File: src/rtl/csel_add_pipe.sv
// csel_add_pipe: two-stage pipelined carry-select add/subtract with valid/ready flow control
module csel_add_pipe #(
   parameter int W     = 32,
   parameter int CNT_W = 16
) (
   input  logic             clk,
   input  logic             rst_n,
   input  logic             in_valid,
   output logic             in_ready,
   input  logic [W-1:0]     a,
   input  logic [W-1:0]     b,
   input  logic             cin,
   input  logic             sub,
   output logic             out_valid,
   input  logic             out_ready,
   output logic [W-1:0]     s,
   output logic             cout,
   output logic             ovf,
   output logic [CNT_W-1:0] txn_cnt
);
   localparam int H = W / 2;
   logic [W-1:0] b_eff;
   logic         c_eff;
   logic [H:0]   lo_sum, hi0, hi1, hi_sel;
   logic         adv1, adv2;
   logic         s1_valid, s1_cmid, s1_sa, s1_sb;
   logic [H-1:0] s1_lo;
   logic [H:0]   s1_hi0, s1_hi1;
   // operand conditioning, low ripple, both high candidates, and stall/advance control
   always_comb begin
      b_eff  = sub ? ~b : b;
      c_eff  = sub ? ~cin : cin;
      lo_sum = {1'b0, a[H-1:0]} + {1'b0, b_eff[H-1:0]} + {{H{1'b0}}, c_eff};
      hi0    = {1'b0, a[W-1:H]} + {1'b0, b_eff[W-1:H]};
      hi1    = hi0 + {{H{1'b0}}, 1'b1};
      hi_sel = s1_cmid ? s1_hi1 : s1_hi0;
      adv2   = !out_valid || out_ready;
      adv1   = !s1_valid || adv2;
   end
   assign in_ready = adv1;
   // stage 1: capture low half, mid carry, both high candidates and sign bits on accept
   always_ff @(posedge clk or negedge rst_n) begin
      if (!rst_n) begin
         s1_valid <= 1'b0;
         s1_lo    <= '0;
         s1_cmid  <= 1'b0;
         s1_hi0   <= '0;
         s1_hi1   <= '0;
         s1_sa    <= 1'b0;
         s1_sb    <= 1'b0;
      end else if (adv1) begin
         s1_valid <= in_valid;
         if (in_valid) begin
            s1_lo   <= lo_sum[H-1:0];
            s1_cmid <= lo_sum[H];
            s1_hi0  <= hi0;
            s1_hi1  <= hi1;
            s1_sa   <= a[W-1];
            s1_sb   <= b_eff[W-1];
         end
      end
   end
   // stage 2: mid carry selects the high candidate; result held while the consumer stalls
   always_ff @(posedge clk or negedge rst_n) begin
      if (!rst_n) begin
         out_valid <= 1'b0;
         s         <= '0;
         cout      <= 1'b0;
         ovf       <= 1'b0;
      end else if (adv2) begin
         out_valid <= s1_valid;
         if (s1_valid) begin
            s    <= {hi_sel[H-1:0], s1_lo};
            cout <= hi_sel[H];
            ovf  <= (s1_sa == s1_sb) && (hi_sel[H-1] != s1_sa);
         end
      end
   end
   // delivered-result counter, wraps naturally
   always_ff @(posedge clk or negedge rst_n) begin
      if (!rst_n) txn_cnt <= '0;
      else if (out_valid && out_ready) txn_cnt <= txn_cnt + {{(CNT_W-1){1'b0}}, 1'b1};
   end
endmodule

File: config.mk
export PLATFORM = sky130hd
export DESIGN_NAME = csel_add_pipe
export DESIGN_NICKNAME = d
export VERILOG_FILES = /design/src/rtl/csel_add_pipe.sv
export SDC_FILE = /design/constraint.sdc
export NUM_CORES = 1
export LEC_CHECK = 0
export CAP_MARGIN = 20
export CORE_MARGIN = 2
export CORE_UTILIZATION = 48
export CTS_CLUSTER_SIZE = 10
export DETAILED_ROUTE_END_ITERATION = 6
export GPL_ROUTABILITY_DRIVEN = 0
export HOLD_SLACK_MARGIN = 0.05
export PLACE_DENSITY = 0.75
export SLEW_MARGIN = 20
export SYNTH_ARGS = -nofsm -noshare
export SYNTH_HDL_FRONTEND = slang
export SYNTH_SLANG_ARGS = --single-unit
File: constraint.sdc
create_clock -name clk -period 4.9 [get_ports clk]
set_clock_uncertainty 0.15 [all_clocks]
set_input_delay 0.98 -clock clk [delete_from_list [all_inputs] [get_ports clk]]
set_output_delay 0.98 -clock clk [all_outputs]
set_load 0.02 [all_outputs]
# Word-level counts from Yosys, hierarchy flattened

Index checks and enable logic that the tools add are counted.

Input bits: 70
Flip-flop bits (word level): 105

$add $sub $neg: 5
Multiplexer cells: 3
Bitwise gates (word level): 2
Reductions and logical operators: 8
Equality and inequality tests: 2

Operators by type and width:

| kind                                          | count |
|---|---|
| adder 16 x 16 -> 17 bit                       | 2 |
| 2-to-1 mux 32 bit                             | 1 |
| NOT 32 bit                                    | 1 |
| adder 17 x 1 -> 17 bit                        | 1 |
| adder 17 x 1 -> 17 bit, second input constant | 1 |
| 2-to-1 mux 17 bit                             | 1 |
| adder 16 x 1 -> 16 bit, second input constant | 1 |
| AND reduction 2 bit                           | 2 |
| logical AND 1 bit                             | 2 |
| zero test 1 bit                               | 2 |
| logical OR 1 bit                              | 2 |
| equality test 1 bit                           | 1 |
| 2-to-1 mux 1 bit                              | 1 |
| != test 1 bit                                 | 1 |
| NOT 1 bit                                     | 1 |

# Depth between registers and ports, before layout

Gate-level depths: netlist (run 1).

Depth after elaboration: 4
Gate-level depth with buffers: 15

# Worst setup path before layout (run 1)

OpenSTA, ideal clock, no wires.

Kind: in2reg
Start: input port sub
End: register s1_hi1[16]
Buffers on the path: 2
Stages on the path: 14
Setup slack: 0.300 ns
Arrival: 4.380 ns
Library setup time: 0.070 ns
Path through: clkbuf_1 buf_1 xor2_1 ha_1 inv_1 fa_1 xnor2_1 nand2_1 nor3_4 nand4_2 or2_4 or3_4 or4b_1 nand3_1

Cells in the longest elaborated chain, start to end: 3

RTL lines:

| item                    | RTL line | source |
|---|---|---|
| start: declaration      | 13       | `input logic sub,` |
| 2-to-1 mux 32 bit       | 31       | `b_eff = sub ? ~b : b;` |
| adder 16 x 16 -> 17 bit | 34       | `hi0 = {1'b0, a[W-1:H]} + {1'b0, b_eff[W-1:H]};` |
| adder 17 x 1 -> 17 bit  | 35       | `hi1 = hi0 + {{H{1'b0}}, 1'b1};` |
| end signal: assignment  | 57       | `s1_hi1 <= hi1;` |
| end: declaration        | 28       | `logic [H:0] s1_hi0, s1_hi1;` |

Every way passes these cells.
A chain may end at the register's enable or synchronous reset.

# Final worst setup path (run 1)

Start: input port b[16]
End: register s1_hi1[16]

Cells in the longest elaborated chain, start to end: 4

RTL lines:

| item                      | RTL line | source |
|---|---|---|
| start: declaration        | 11       | `input logic [W-1:0] b,` |
| NOT 32 bit                | 31       |  |
| 2-to-1 mux 32 bit *       | 31       |  |
| adder 16 x 16 -> 17 bit * | 34       |  |
| adder 17 x 1 -> 17 bit *  | 35       |  |

Mark *: on every way between the ends. The rest lies on a longest branch, timed or not.

==> results of run 1 <==
==> worst register-to-register path: stages, from the launching register on <==
cell and delay [ps]:
dfrtp_1 420, nand3b_1 210, nand2_2 420, a211oi_1 400, or4b_1 460, nand3_1 90
==> cell families after synthesis <==
| logic type | count (synthesis) |
|---|---|
| flip-flops | 105 |
| buffers and inverters | 44 |
| XOR/XNOR | 74 |
| adder cells (fa/ha/maj) | 37 |
| AND/OR/NAND/NOR | 215 |
| multiplexers | 35 |
| AO/OA/AOI/OAI | 146 |
==> stage by stage <==
| step | instance area (um2) | hold slack, ps |
|---|---|---|
| after CTS | 8090 | 327 |
| after detailed placement | 7750 | 310 |
| after global routing | 8100 | 350 |
| after floorplan | 6390 | 292 |
| after global placement | 7750 | 306 |
| final | 8100 | 325 |
==> power breakdown <==
part	internal (mW)	leakage [nW]	switching (mW)
sequential	1.12	1.30	0.168
combinational	0.633	2.16	0.703
clock	0.479	0.166	0.319
==> layout make-up <==
class,count,area [um2]
multi-input cells,507,3600
clock inverters,5,86.3
flip-flops and latches,105,2630
clock buffers,11,253
fillers,1083,5040
repair buffers,124,1230
inverters,21,78.8
well taps,176,220
==> worst paths after layout <==
check | start | depth (start not counted) | slack, ps | to
worst max-delay path | b[16] | 13 | 620 | s1_hi1[16]
worst min-delay path | s1_lo[1] | 2 | 330 | s1_lo[1]
worst max register to register | out_valid | 5 | 2680 | s1_hi1[16]
worst min register to register | s1_lo[1] | 2 | 330 | s1_lo[1]
max in group asynchronous | rst_n | 2 | 3250 | s[1]
min in group asynchronous | rst_n | 1 | 510 | txn_cnt[12]
==> cells in the final DEF (no fill, tap or decap), types with 3 or more instances in the layout <==
| cell type | count |
|---|---|
| a211o_1 | 4 |
| and3_1 | 13 |
| mux2_2 | 17 |
| nor3_1 | 10 |
| nand2b_1 | 6 |
| buf_4 | 3 |
| nand2_1 | 103 |
| nor2_1 | 30 |
| a31oi_1 | 8 |
| or2_2 | 5 |
| clkbuf_16 | 9 |
| nand4_1 | 4 |
| o21bai_1 | 8 |
| a21oi_1 | 12 |
| a211oi_1 | 4 |
| clkdlybuf4s50_1 | 119 |
| o31ai_1 | 6 |
| nor3b_1 | 4 |
| ha_1 | 34 |
| xnor2_1 | 29 |
| fa_1 | 3 |
| o211a_1 | 3 |
| nand2_2 | 3 |
| dfrtp_1 | 105 |
| xor2_1 | 43 |
| nand3_1 | 15 |
| or3_1 | 4 |
| inv_1 | 21 |
| mux2i_1 | 18 |
| o21ai_0 | 57 |
| a31o_2 | 3 |
| and2_1 | 3 |
| a21o_1 | 11 |
==> routing by layer <==
| metal | routed length (um) | track usage |
|---|---|---|
| met3 | 709 | 0.0345 |
| met1 | 6720 | 0.286 |
| met5 | 0 | 0 |
| met2 | 6820 | 0.341 |
| met4 | 118 | 0.0522 |
==> state kept, by name (all words and copies together) (netlist names) <==
signal,flops
ovf,1
s1_sa,1
s1_valid,1
out_valid,1
cout,1
s1_sb,1
s1_hi0,17
s1_cmid,1
txn_cnt,16
s,32
s1_lo,16
s1_hi1,17
==> out/qor.txt, run 1 <==
synthesis warning total = 0
Placed Cells = 933
mapped cell area = 6390 um2
Vias/cell = 5.46
post-route ant nets = 0
Synth cell types = 69
WL/cell = 15.1 um
simple-gate portion of the synthesized area = 0.161
Total Routing Usage GR = 0.207
Critical Path Source Type = input port
Tot Pwr = 3.42 mW
Seq/Total Area, Yosys = 0.411
Non-Filler Instances = 949
Initial Util = 0.486
diode count = 0
fin crit share = 0.874
RSZ-0062 raised after global routing = false
Synth area leader = dfrtp_1
global-route wire length before repair = 23.7 mm
Min Clock Period, post-route = 4280 ps
initial antenna violation count = 0
Synth top cells by count = 105 x dfrtp_1, 105 x nand2_1, 57 x o21ai_0
CP bufs+invs = 2
CTS sink cnt = 105
drt drc = 0
Root Buffer = clkbuf_16
Slowest-stage cell, CP = clkdlybuf4s50_1
HPWL Detailed = 10.8 mm
TritonRoute pass-1 iters = 7
pin count of the biggest net entering global routing = 82
share of the synthesized area in the top cell type = 0.411
Synth Area in Compound Gates = 0.163
main combinational cell family by area after synthesis = compound AO/OA/AOI/OAI gates
post-synthesis mux area share = 0.0581
cts-stage hold buffer count = 0
Post-Synth Adder-Cell Area = 0.0760
I/O Buffers = 121
Post-Synthesis Cells = 656
Worst-Skew Late Latency = 340 ps
nets = 875
vias in the first global route = 4,973
Area contributors post-synth = dfrtp_1 41%, ha_1 6.7%, nand2_1 6.2%, xor2_1 5.9%, o21ai_0 4.5%
synthesized area per cell = 9.74 um2
Arrival @ worst endpoint = 4410 ps
max-slew violations = 0
post-place setup slack = 264 ps
main flop type after synthesis = dfrtp_1
post_cts resized = 0
Post-synth EDFFs = 0
Synthesized Nets = 763
final worst slack = 618 ps
CTS tree = built
Slew @ Worst Pin = 998 ps
FMAX = 0.234 GHz
HP Class = register to register
CTS Buf Count = 9
WS Path Type = input port to register
max cap viols = 0
Final Core Density = 0.616
final hold vios = 0
max incr delay on CP = 470 ps
final setup TNS = 0 ps
H-Tree Level Count = 3
full die area = 14,300 um2
chip height = 119 um
Top Ports = 122
power per cell area = 422 nW/um2
Synth async-reset ratio = 1.00
Leak Pwr = 3.63 nW
postcts setup bufs = 0
Post-Route WL = 14.4 mm
synthesis-stage register bit count = 105
Max VDD drop = 0.196 mV
area grow syn2layout = 26.7%
Crit Path Max Fanout = 4
outcome = finished clean
delay-heaviest family, CP = simple AND/OR/NAND/NOR gates
Vias = 5,183
DRT iter0 DRCs = 342
Setup crit end kind = register
clk slew on worst S/H paths = 70 ps
die width = 119 um
Critical Path RT = 5030 ps
std cell rows = 42
grt total ovfl = 0
Clock Tree Buf Depth = 2
slew margin rel. = 0.335
crit-path cells = clkdlybuf4s50_1 > xor2_1 > ha_1 > inv_1 > fa_1 > xnor2_1 > nand2_1 > nor3_4 > nand4_2 > or2_4 > or3_4 > or4b_1 > nand3_1
share of layout cells above drive strength 1 = 0.0918
core area = 13,100 um2
XOR/XNOR Fraction of Synth Area = 0.104
Final setup viols = 0
Power figures use the tool's default switching activity.
==> run 2, diff against run 1 <==
SLEW_MARGIN = 30   (was 20)
==> out/qor.txt, run 2 (same netlist as run 1, synthesis figures left out) <==
postcts setup bufs = 0 (unchanged)
final setup TNS = 0 ps (unchanged)
Biggest register = s (unchanged)
die width = 119 um (unchanged)
FMAX = 0.234 GHz (about the same)
Stages on worst setup path = 13 (unchanged)
Leak Pwr = 3.63 nW (about the same)
R2R setup slack = 2690 ps (was 2680 ps)
delay-heaviest family, CP = simple AND/OR/NAND/NOR gates (unchanged)
clk slew on worst S/H paths = 70 ps (about the same)
final hold vios = 0 (unchanged)
nets = 875 (unchanged)
Reg-to-Reg Start = out_valid (unchanged)
HP Class = register to register (unchanged)
post_cts resized = 0 (unchanged)
Crit Path Max Fanout = 4 (unchanged)
H-Tree Level Count = 3 (unchanged)
biggest regs = s x32, s1_hi0 x17, s1_hi1 x17 (unchanged)
Post-Route WL = 14.4 mm (about the same)
CTS tree = built (unchanged)
max incr delay on CP = 470 ps (about the same)
RSZ-0062 raised after global routing = false (unchanged)
Worst-Skew Late Latency = 350 ps (was 340 ps)
post-route ant nets = 0 (unchanged)
Critical Path RT = 5030 ps (about the same)
Top Ports = 122 (unchanged)
Final setup viols = 0 (unchanged)
commonest cells after routing, fill and taps aside = 119 x clkdlybuf4s50_1, 104 x dfrtp_1, 103 x nand2_1, 57 x o21ai_0, 43 x xor2_1 (was 119 x clkdlybuf4s50_1, 105 x dfrtp_1, 103 x nand2_1, 57 x o21ai_0, 43 x xor2_1)
vias in the first global route = 4,973 (unchanged)
full die area = 14,300 um2 (unchanged)
Arrival @ worst endpoint = 4410 ps (about the same)
slew margin rel. = 0.377 (was 0.335)
Total Routing Usage GR = 0.207 (unchanged)
worst r2r path cells = 5 (unchanged)
Max VDD drop = 0.196 mV (about the same)
number of flip-flops in the largest register = 32 (unchanged)
pin count of the biggest net entering global routing = 82 (unchanged)
TritonRoute pass-1 iters = 7 (unchanged)
Critical Path Source Type = input port (unchanged)
Min Clock Period, post-route = 4280 ps (about the same)
Slew @ Worst Pin = 934 ps (was 998 ps)
Worst Hold End = s1_lo[1] (unchanged)
Root Buffer = clkbuf_16 (unchanged)
Slowest-stage cell, CP = clkdlybuf4s50_1 (unchanged)
cts-stage hold buffer count = 0 (unchanged)
drt drc = 0 (unchanged)
Hold Slack = 325 ps (about the same)
WS Path Type = input port to register (unchanged)
FF-to-FF End = s1_hi1[16] (unchanged)
Min-Delay Startpoint = s1_lo[1] (unchanged)
worst hold stages = 2 (unchanged)
grt total ovfl = 0 (unchanged)
HPWL Detailed = 10.8 mm (about the same)
diode count = 0 (unchanged)
CTS Buf Count = 9 (unchanged)
CP bufs+invs = 2 (unchanged)
Initial Util = 0.486 (unchanged)
std cell rows = 42 (unchanged)
CTS sink cnt = 105 (unchanged)
max-slew violations = 0 (unchanged)
fin crit share = 0.873 (was 0.874)
DRT iter0 DRCs = 352 (was 342)
core area = 13,100 um2 (unchanged)
area grow syn2layout = 26.8% (was 26.7%)
initial antenna violation count = 0 (unchanged)
Vias = 5,157 (was 5,183)
chip height = 119 um (unchanged)
Setup crit end kind = register (unchanged)
outcome = finished clean (unchanged)
WL/cell = 15.1 um (about the same)
Clock Tree Buf Depth = 2 (unchanged)
share of layout cells above drive strength 1 = 0.0931 (was 0.0918)
global-route wire length before repair = 23.7 mm (unchanged)
crit-path cells = clkdlybuf4s50_1 > xor2_1 > ha_1 > inv_1 > fa_1 > xnor2_1 > nand2_1 > nor3_4 > nand4_2 > or2_4 > or3_4 > or4b_1 > nand3_1 (unchanged)
Vias/cell = 5.43 (was 5.46)
max cap viols = 0 (unchanged)
most common cell after layout, fill and taps aside = clkdlybuf4s50_1 (unchanged)
power per cell area = 422 nW/um2 (about the same)
I/O Buffers = 121 (unchanged)
run 2: changes by cell type in the layout (fill, tap and decap cells not counted):
cell,change
nand2_4,+1
dfrtp_1,-1
nand2_2,-1
dfrtp_2,+1
run 2: where the power goes:
group          switching [mW]  internal, mW
sequential              0.167          1.12
clock                   0.321         0.479
combinational           0.702         0.632
total                    1.19          2.23
run 2: through the flow:
stage	util	instance area [um2]	instances	total power, mW	setup slack [ps]
3_3_place_gp	0.590	7750	933	2.59	434
4_1_cts	0.616	8100	949	3.44	623
2_1_floorplan	-	6390	656	2.09	300
5_1_grt	0.617	8100	949	3.62	454
6_report	0.617	8100	949	3.42	623
3_5_place_dp	0.590	7760	933	2.63	264
run 2: area by class of cell:
type | instances | area (um2)
Tap cell | 176 | 220
Clock buffer | 11 | 253
Timing Repair Buffer | 124 | 1230
Clock inverter | 5 | 86.3
Sequential cell | 105 | 2630
Inverter | 21 | 78.8
Multi-Input combinational cell | 507 | 3600
Fill cell | 1082 | 5040
run 2: worst reg2reg max path: cells and delay by family, from the launching register on:
family	cells	cell delay, ps
and+or+nand+nor	4	1170
DFF	1	420
AOI/OAI and AO/OA	1	400
run 2: worst max path at each step:
stage / from / to / slack [ps]
final: b[16] / s1_hi1[16] / 620
after global routing: b[16] / s1_hi1[16] / 450
after CTS: b[16] / s1_hi1[16] / 620
after detailed placement: b[16] / s1_hi1[16] / 260
after global placement: b[16] / s1_hi1[16] / 430
after floorplan: sub / s1_hi1[16] / 300
run 2: layer usage:
layer,GRT usage,wire (um)
met4,0.0522,142
met2,0.341,6770
met3,0.0345,682
met1,0.286,6780
met5,0,0
==> run 3, diff against run 2 <==
GPL_TIMING_DRIVEN = 0   (was unset)
==> out/qor.txt, run 3 (same netlist as run 1, synthesis figures left out) <==
outcome = finished clean (unchanged)
Critical Path RT = 5020 ps (was 5030 ps)
std cell rows = 42 (unchanged)
Reg area = 2630 um2 (about the same)
postcts setup bufs = 0 (unchanged)
busiest layer in global routing = met2 (unchanged)
WS Path Type = input port to register (unchanged)
H-Tree Level Count = 3 (unchanged)
met2 Resource Use GR = 0.356 (was 0.341)
FILL cells = 1,132 (was 1,082)
CTS tree = built (unchanged)
area grow syn2layout = 27.2% (was 26.8%)
fin crit share = 0.931 (was 0.873)
pin count of the biggest net entering global routing = 71 (was 82)
FMAX = 0.219 GHz (was 0.234 GHz)
Post-Route WL = 14.7 mm (was 14.4 mm)
cts-stage hold buffer count = 0 (unchanged)
power per cell area = 410 nW/um2 (was 422 nW/um2)
Min Clock Period, post-route = 4560 ps (was 4280 ps)
clk slew on worst S/H paths = 70 ps (about the same)
post-route ant nets = 0 (unchanged)
nets = 895 (was 875)
final instance area = 8130 um2 (was 8100 um2)
Slew @ Worst Pin = 743 ps (was 934 ps)
most common cell after layout, fill and taps aside = clkdlybuf4s50_1 (unchanged)
Root Buffer = clkbuf_16 (unchanged)
grt total ovfl = 0 (unchanged)
RSZ-0062 raised after global routing = false (unchanged)
post_cts resized = 0 (unchanged)
Max VDD drop = 0.199 mV (was 0.196 mV)
Vias/cell = 5.41 (was 5.43)
Area after DPL = 7840 um2 (was 7760 um2)
full die area = 14,300 um2 (unchanged)
commonest cells after routing, fill and taps aside = 119 x clkdlybuf4s50_1, 105 x nand2_1, 105 x dfrtp_1, 57 x o21ai_0, 43 x xor2_1 (was 119 x clkdlybuf4s50_1, 104 x dfrtp_1, 103 x nand2_1, 57 x o21ai_0, 43 x xor2_1)
chip height = 119 um (unchanged)
diode count = 0 (unchanged)
share of layout cells above drive strength 1 = 0.0847 (was 0.0931)
die width = 119 um (unchanged)
met1 Resource Use GR = 0.292 (was 0.286)
final hold vios = 0 (unchanged)
Vias = 5,228 (was 5,157)
slew margin rel. = 0.505 (was 0.377)
drt drc = 0 (unchanged)
TritonRoute pass-1 iters = 5 (was 7)
Multi-input gate area = 3590 um2 (was 3600 um2)
WL/cell = 15.2 um (was 15.1 um)
Total Routing Usage GR = 0.214 (was 0.207)
vias in the first global route = 5,073 (was 4,973)
core area = 13,100 um2 (unchanged)
max cap viols = 0 (unchanged)
max-slew violations = 0 (unchanged)
Clock Tree Buf Depth = 2 (unchanged)
Crit Path Max Fanout = 10 (was 4)
final setup TNS = 0 ps (unchanged)
Setup crit end kind = register (unchanged)
Leak Pwr = 3.63 nW (about the same)
Final Core Density = 0.619 (was 0.617)
Worst-Skew Late Latency = 340 ps (was 350 ps)
GR Util met3 = 0.0278 (was 0.0345)
HP Class = register to register (unchanged)
number of flip-flops in the largest register = 32 (unchanged)
HPWL Detailed = 11.7 mm (was 10.8 mm)
CTS sink cnt = 105 (unchanged)
Biggest register = s (unchanged)
Initial Util = 0.486 (unchanged)
CTS Buf Count = 9 (unchanged)
global-route wire length before repair = 24.7 mm (was 23.7 mm)
Critical Path Source Type = input port (unchanged)
DRT iter0 DRCs = 357 (was 352)
Final setup viols = 0 (unchanged)
initial antenna violation count = 0 (unchanged)
biggest regs = s x32, s1_hi0 x17, s1_hi1 x17 (unchanged)
Top Ports = 122 (unchanged)
I/O Buffers = 120 (was 121)
Arrival @ worst endpoint = 4690 ps (was 4410 ps)
run 3: routing by layer:
layer / up-vias / routed length [um]
met2: 143 / 6990
met3: 15 / 669
li1: 2577 / -
met5: - / 0
met4: 0 / 206
met1: 2493 / 6810
run 3: area by class of cell:
| cell class | count | share of cell area |
|---|---|---|
| inverter | 21 | 0.00970 |
| multi-input combinational | 507 | 0.442 |
| tap | 176 | 0.0271 |
| timing repair buffer | 121 | 0.151 |
| clock buffer | 11 | 0.0299 |
| sequential | 105 | 0.323 |
| clock inverter | 3 | 0.00523 |
| buffer | 23 | 0.0115 |
run 3: critical path, stage by stage:
cell and delay (ps):
clkbuf_1 250, clkbuf_2 420, xor2_1 190, ha_1 240, inv_1 70, fa_1 440
xnor2_1 380, nand2_1 150, nor3_4 170, nand4_2 170, or2_4 290, or3_4 350
or4b_1 470, nand3_1 90
run 3: worst paths after layout:
kind / startpoint / to / slack, ps / cells past startpoint
setup / recovery: sub / s1_hi1[16] / 340 / 14
hold / removal: txn_cnt[15] / txn_cnt[15] / 320 / 1
setup reg to reg: s1_cmid / s[29] / 2640 / 4
hold reg to reg: txn_cnt[15] / txn_cnt[15] / 320 / 1
max in group asynchronous: rst_n / s[6] / 3590 / 2
min in group asynchronous: rst_n / s[15] / 370 / 1
run 3: power by group:
| part | switching, mW | internal (mW) |
|---|---|---|
| clock | 0.294 | 0.403 |
| combinational | 0.720 | 0.641 |
| sequential | 0.153 | 1.12 |
run 3: per-stage QoR:
| stage | setup WS, ps | instances | total power [mW] | hold WS [ps] |
|---|---|---|---|---|
| after floorplan | 300 | 656 | 2.09 | 292 |
| after global placement | -1020 | 952 | 2.59 | 306 |
| after detailed placement | -339 | 953 | 2.64 | 313 |
| after CTS | 19.1 | 967 | 3.34 | 328 |
| after global routing | 57.7 | 967 | 3.54 | 349 |
| final | 339 | 967 | 3.33 | 320 |
